File: src/rtl/uart_tx.sv
// uart_tx -- serial UART transmitter, 8 data bits, no parity, 1 or 2 stop bits,
// LSB first. A producer hands over one byte per valid/ready handshake. The
// transmitter then drives the idle-high serial line for one full frame.
//
// Ports
//   clk            in   1  clock
//   rst            in   1  asynchronous reset, active-high
//   tx_data        in   8  byte to send, sampled only on the handshake edge
//   tx_data_valid  in   1  producer has a byte
//   tx_data_ready  out  1  transmitter can accept a byte (registered)
//   tx_busy        out  1  frame in progress (START..STOP)
//   tx_pin         out  1  serial output, idle high (registered)
module uart_tx #(
   parameter int CLK_FRE   = 50,      // MHz
   parameter int BAUD_RATE = 115200,
   parameter int STOP_BITS = 1        // 2 selects two stop bits, anything else one
) (
   input  logic       clk,
   input  logic       rst,
   input  logic [7:0] tx_data,
   input  logic       tx_data_valid,
   output logic       tx_data_ready,
   output logic       tx_busy,
   output logic       tx_pin
);

   localparam int          CYCLE    = CLK_FRE * 1000000 / BAUD_RATE;
   localparam logic [15:0] CYC_LAST = 16'(CYCLE - 1);
   // index of the final stop bit; the stop-bit index counts whole bit periods
   // so cycle_cnt never has to reach 2*CYCLE
   localparam logic        STOP_LAST = (STOP_BITS == 2) ? 1'b1 : 1'b0;

   localparam logic [1:0] S_IDLE  = 2'd0;
   localparam logic [1:0] S_START = 2'd1;
   localparam logic [1:0] S_SEND  = 2'd2;
   localparam logic [1:0] S_STOP  = 2'd3;

   logic [1:0]  state;
   logic [15:0] cycle_cnt;
   logic [2:0]  bit_cnt;
   logic        stop_idx;
   logic [7:0]  tx_reg;
   logic [2:0]  next_bit;
   logic        bit_end;

   assign next_bit = bit_cnt + 3'd1;
   assign bit_end  = (cycle_cnt == CYC_LAST);

   // tx_pin is always loaded with the value for the *next* cycle. A state
   // change therefore shows on the line in the same cycle as the new state.
   always_ff @(posedge clk or posedge rst) begin
      if (rst) begin
         state         <= S_IDLE;
         cycle_cnt     <= '0;
         bit_cnt       <= '0;
         stop_idx      <= 1'b0;
         tx_reg        <= '0;
         tx_pin        <= 1'b1;
         tx_data_ready <= 1'b1;
         tx_busy       <= 1'b0;
      end else begin
         case (state)
            S_IDLE: begin
               cycle_cnt     <= '0;
               bit_cnt       <= '0;
               stop_idx      <= 1'b0;
               tx_pin        <= 1'b1;
               tx_data_ready <= 1'b1;
               tx_busy       <= 1'b0;
               if (tx_data_valid && tx_data_ready) begin
                  tx_reg        <= tx_data;
                  state         <= S_START;
                  tx_data_ready <= 1'b0;
                  tx_busy       <= 1'b1;
                  tx_pin        <= 1'b0;   // start bit begins next cycle
               end
            end
            S_START: begin
               if (bit_end) begin
                  state     <= S_SEND;
                  cycle_cnt <= '0;
                  bit_cnt   <= '0;
                  tx_pin    <= tx_reg[0];
               end else begin
                  cycle_cnt <= cycle_cnt + 16'd1;
               end
            end
            S_SEND: begin
               if (bit_end) begin
                  cycle_cnt <= '0;
                  if (bit_cnt == 3'd7) begin
                     state   <= S_STOP;
                     bit_cnt <= '0;
                     tx_pin  <= 1'b1;
                  end else begin
                     bit_cnt <= next_bit;
                     tx_pin  <= tx_reg[next_bit];
                  end
               end else begin
                  cycle_cnt <= cycle_cnt + 16'd1;
               end
            end
            S_STOP: begin
               tx_pin <= 1'b1;
               if (bit_end) begin
                  cycle_cnt <= '0;
                  if (stop_idx == STOP_LAST) begin
                     state         <= S_IDLE;
                     stop_idx      <= 1'b0;
                     tx_data_ready <= 1'b1;
                     tx_busy       <= 1'b0;
                  end else begin
                     stop_idx <= 1'b1;
                  end
               end else begin
                  cycle_cnt <= cycle_cnt + 16'd1;
               end
            end
            default: begin
               state         <= S_IDLE;
               cycle_cnt     <= '0;
               bit_cnt       <= '0;
               stop_idx      <= 1'b0;
               tx_pin        <= 1'b1;
               tx_data_ready <= 1'b1;
               tx_busy       <= 1'b0;
            end
         endcase
      end
   end

endmodule
File: config.mk
export PLATFORM = sky130hd
export DESIGN_NAME = uart_tx
export DESIGN_NICKNAME = d
export VERILOG_FILES = /design/src/rtl/uart_tx.sv
export SDC_FILE = /design/constraint.sdc
export NUM_CORES = 1
export LEC_CHECK = 0
export BUFFER_PORTS_ARGS = -buffer_cell sky130_fd_sc_hd__buf_4
export CAP_MARGIN = 20
export CORE_ASPECT_RATIO = 2
export CORE_MARGIN = 3
export CORE_UTILIZATION = 50
export CTS_BUF_LIST = sky130_fd_sc_hd__clkbuf_4 sky130_fd_sc_hd__clkbuf_8 sky130_fd_sc_hd__clkbuf_16
export DETAILED_ROUTE_END_ITERATION = 16
export GPL_TIMING_DRIVEN = 0
export HOLD_SLACK_MARGIN = 0.05
export PLACE_DENSITY = 0.67
export SETUP_SLACK_MARGIN = 0.02
export SLEW_MARGIN = 40
export SYNTH_ARGS = -nofsm -noshare
export SYNTH_HDL_FRONTEND = slang
export SYNTH_SLANG_ARGS = --single-unit
File: constraint.sdc
create_clock -name clk -period 1.7 [get_ports clk]
set_input_delay 0.34 -clock clk [delete_from_list [all_inputs] [get_ports clk]]
set_output_delay 0.34 -clock clk [all_outputs]
set_load 0.005 [all_outputs]
==> summary.md <==
| Metric | Value |
|---|---|
| Maximum ir drop on the vdd rail | `688 uV` |
| Pin count of the biggest net entering global routing | `34` |
| Comb power frac | `around 2.4%` |
| Post-DR wirelength/cell | `about 17 microns` |
| Most common cell after layout, fill and taps aside | `buf_4` |
| Row cnt | `30` |
| Final Util | `between 60% and 70%` |
| CTS buffer count | `5` |
| CP max stage cell | `mux4_2` |
| DIE AREA | `around 4400 sq um` |
| Flip-flop and latch count after synthesis | `33` |
| Final wirelength | `roughly 4200 microns` |
| Skew-Pair Late Insertion Delay | `roughly 0.28 ns` |
| WS Path Type | `flip-flop to flip-flop` |
| Post-synth EDFFs | `0` |
| Grt ovf | `0` |
| First-pass GRT wire length | `between 6000 and 7000 microns` |
| Tmin final | `between 1.5 and 2 ns` |
| Failing checks | `negative setup slack` |
| DP Wirelength | `2840 microns` |
| Reg clk slew, reported paths | `0.07 ns` |
| CP Depth | `5` |
| Seq pwr share | `between 50% and 60%` |
| # fillers | `about 240` |
| Post-synth ARST share | `100%` |
| Worst setup margin | `-0.139 ns` |
| Final total negative setup slack | `-0.501 ns` |
| Worst Tran Pin Value | `approximately 0.69 ns` |
| Fmax | `about 0.54 GHz` |
| Vias per std cell | `5.65` |
| Via count | `about 1400` |
| PD cells | `587 nW/um^2` |
| CTS tree | `done` |
| P_sw | `296 uW` |
| Synthesized area per cell | `11.4 sq um` |
| Post-DP Area | `~2000 sq um` |
| Initial antenna violation count | `0` |
| Reg2reg start | `bit_cnt[0]$_DFFE_PP0P_` |
| Synthesized cell area | `about 1800 sq um` |
| Total track usage | `between 10% and 20%` |
| Critical path's largest stage delay | `0.52 ns` |
| Setup Viol. Count Final | `7` |
| Crit path launch type | `flip-flop` |
| R2R depth | `5` |
| Max_cap viols | `0` |
| Clk sinks | `33` |
| Commonest non-fill, non-tap cells in the layout | `32 x buf_4, 27 x dfrtp_1, 14 x nor2_1` |
| CTS H-tree lvls | `2` |
| Final Power | `1.40 mW` |
| Largest fanout on the critical path | `3` |
| Hold_ws | `0.165 ns` |
| CP cell instances | `ha_4, mux4_2, o31ai_2, a221oi_1, a31o_2` |
| Hold WC Path Type | `input pin to async pin` |
| Arrival @ worst endpoint | `between 2 and 2.5 ns` |
| Post-route ant nets | `0` |
| Register area | `833 sq um` |
| Residual DRC count | `0` |
| Leak pwr | `between 1 and 1.5 nW` |
| Max reg flops | `16` |
| Final period util | `108%` |
| Vias in the first global route | `1480` |
| Yosys cell types | `47` |
| Initial DRC count | `20` |
| Core Box Area | `around 3400 sq um` |
| Clock network fraction of total power | `around two fifths` |
| Status | `complete, but fails checks` |
| Sw Ratio | `around a fifth` |
| Hold Buf Count CTS | `0` |
| DIE WIDTH | `48.5 microns` |
| Pre-antenna DRT Iters | `4` |
| Endpoint class of the critical path | `flip-flop` |
| Initial core utilization | `52.9%` |
| Fin Clk Skew | `0.00563 ns` |
| Max-slew violation count | `0` |
| Yosys top cell area share | `around 43%` |
| Mapped Cells | `159` |
| RSZ-0062 raised after global routing | `true` |
| Post-synth top flop | `dfrtp_1` |
| Clock tree buffer depth | `2` |
| Critical Path End | `tx_pin$_DFFE_PP1P_` |
| Area of the multi-input gates | `roughly 1100 sq um` |
| Worst slew margin | `between 50% and 60%` |
| Nets | `220` |
| # diodes | `0` |
| Flop2flop setup slack | `-0.14 ns` |
| Cell-internal power | `approximately 1.1 mW` |
| PortBufs | `13` |
| CP required | `between 1.5 and 2 ns` |
| Post-Layout Inst Area | `2380 sq um` |
| Critical Path Start | `bit_cnt[0]$_DFFE_PP0P_` |
| Layout cell share with drive strength beyond 1 | `between 40% and 50%` |
| CP delay by family, top | `compound AO/OA/AOI/OAI gates` |
| Placer Congestion | `just over 0.8` |
| Reg2reg end | `tx_pin$_DFFE_PP1P_` |
| Register area share after synthesis | `45.9%` |
| Root buffer cell | `clkbuf_8` |
| Hold Vio Cnt, Final | `0` |
| Leading post-synthesis cells by cell area | `dfrtp_1 43%, mux2_2 6.9%, ha_1 6.2%` |
| # IOs | `14` |
| Post-synth net total | `179` |
| Crit path buf inv count | `0` |
| Post-synth top area cell | `dfrtp_1` |
| Ys Warns | `0` |
| Area grow syn2layout | `31.7%` |
| Die Y | `91.0 microns` |
worst reg2reg max path: stages (launching register included):
cell	delay, ns
dfrtp_2	0.43
ha_4	0.29
mux4_2	0.52
o31ai_2	0.21
a221oi_1	0.11
a31o_2	0.23
worst min path at each step:
stage	from	endpoint	slack, ns	depth (start not counted)
after CTS	rst	cycle_cnt[0]$_DFF_PP0_	0.18	2
after global routing	rst	cycle_cnt[3]$_DFF_PP0_	0.21	2
final	rst	cycle_cnt[2]$_DFF_PP0_	0.17	2
after floorplan	rst	bit_cnt[1]$_DFFE_PP0P_	0.47	1
after global placement	tx_reg[7]$_DFFE_PP0P_	tx_reg[7]$_DFFE_PP0P_	0.49	1
after detailed placement	rst	cycle_cnt[0]$_DFF_PP0_	0.49	2
metrics by stage:
step | instances | worst slack (ns)
6_report | 249 | -0.139
3_3_place_gp | 220 | -0.239
3_5_place_dp | 220 | -0.205
2_1_floorplan | 159 | -0.0711
4_1_cts | 237 | -0.145
5_1_grt | 249 | -0.194
timing repair:
action	4_1_cts	5_1_grt
pin swaps	11	10
gates resized for setup	25	12
buffers inserted	10	12
endpoints found under the setup margin	21	27
power by group through the flow:
stage	Combinational (mW)	Clock (mW)	Sequential, mW
CTS	0.0342	0.601	0.785
global placement	0.0327	0	0.800
floorplan	0.0118	0	0.800
detailed placement	0.0342	0	0.800
finish	0.0330	0.577	0.785
global route	0.0376	0.633	0.784
cells by family (layout without fill, tap and decap cells):
logic type | count (synthesis) | in the layout | share of synthesized area [%]
mux | 15 | 15 | 10.7
compound gates | 23 | 23 | 9.36
flops | 33 | 33 | 45.9
fa+ha+maj | 9 | 9 | 6.24
buf+inv | 12 | 54 | 2.63
xor+xnor | 11 | 11 | 5.34
simple gates | 56 | 56 | 19.8
synthesized netlist by cell type, types with 2 or more instances:
cell / count
a21oi_1: 5
a22o_1: 3
xor2_1: 6
nand2_1: 7
ha_1: 9
o21ai_0: 3
and3_1: 2
o31ai_1: 2
inv_1: 8
xnor2_1: 5
dfrtp_1: 31
a31o_2: 2
clkbuf_1: 2
dfstp_2: 2
nor4b_4: 2
and4_1: 2
nor2_1: 14
mux4_2: 2
nand4_1: 3
and2_1: 2
buf_2: 2
mux2_2: 11
nor3_1: 2
or3_1: 2
nand2b_1: 2
nand3_1: 7
routing by layer:
metal	part of all wire, %	track usage (%)
met3	2.6	4.11
met5	0	0
met1	35	18.6
met4	2.7	10.9
met2	59	38.4
layout make-up:
cell class                 count  share of cell area, %
buffer                         3                   1.00
timing repair buffer          35                   11.7
clock inverter                 2                  0.421
inverter                       8                   1.26
clock buffer                   6                   3.21
multi-input combinational    114                   44.8
tap                           48                   2.53
sequential                    33                   35.1
Note: power is estimated with default switching activity, not from simulation.
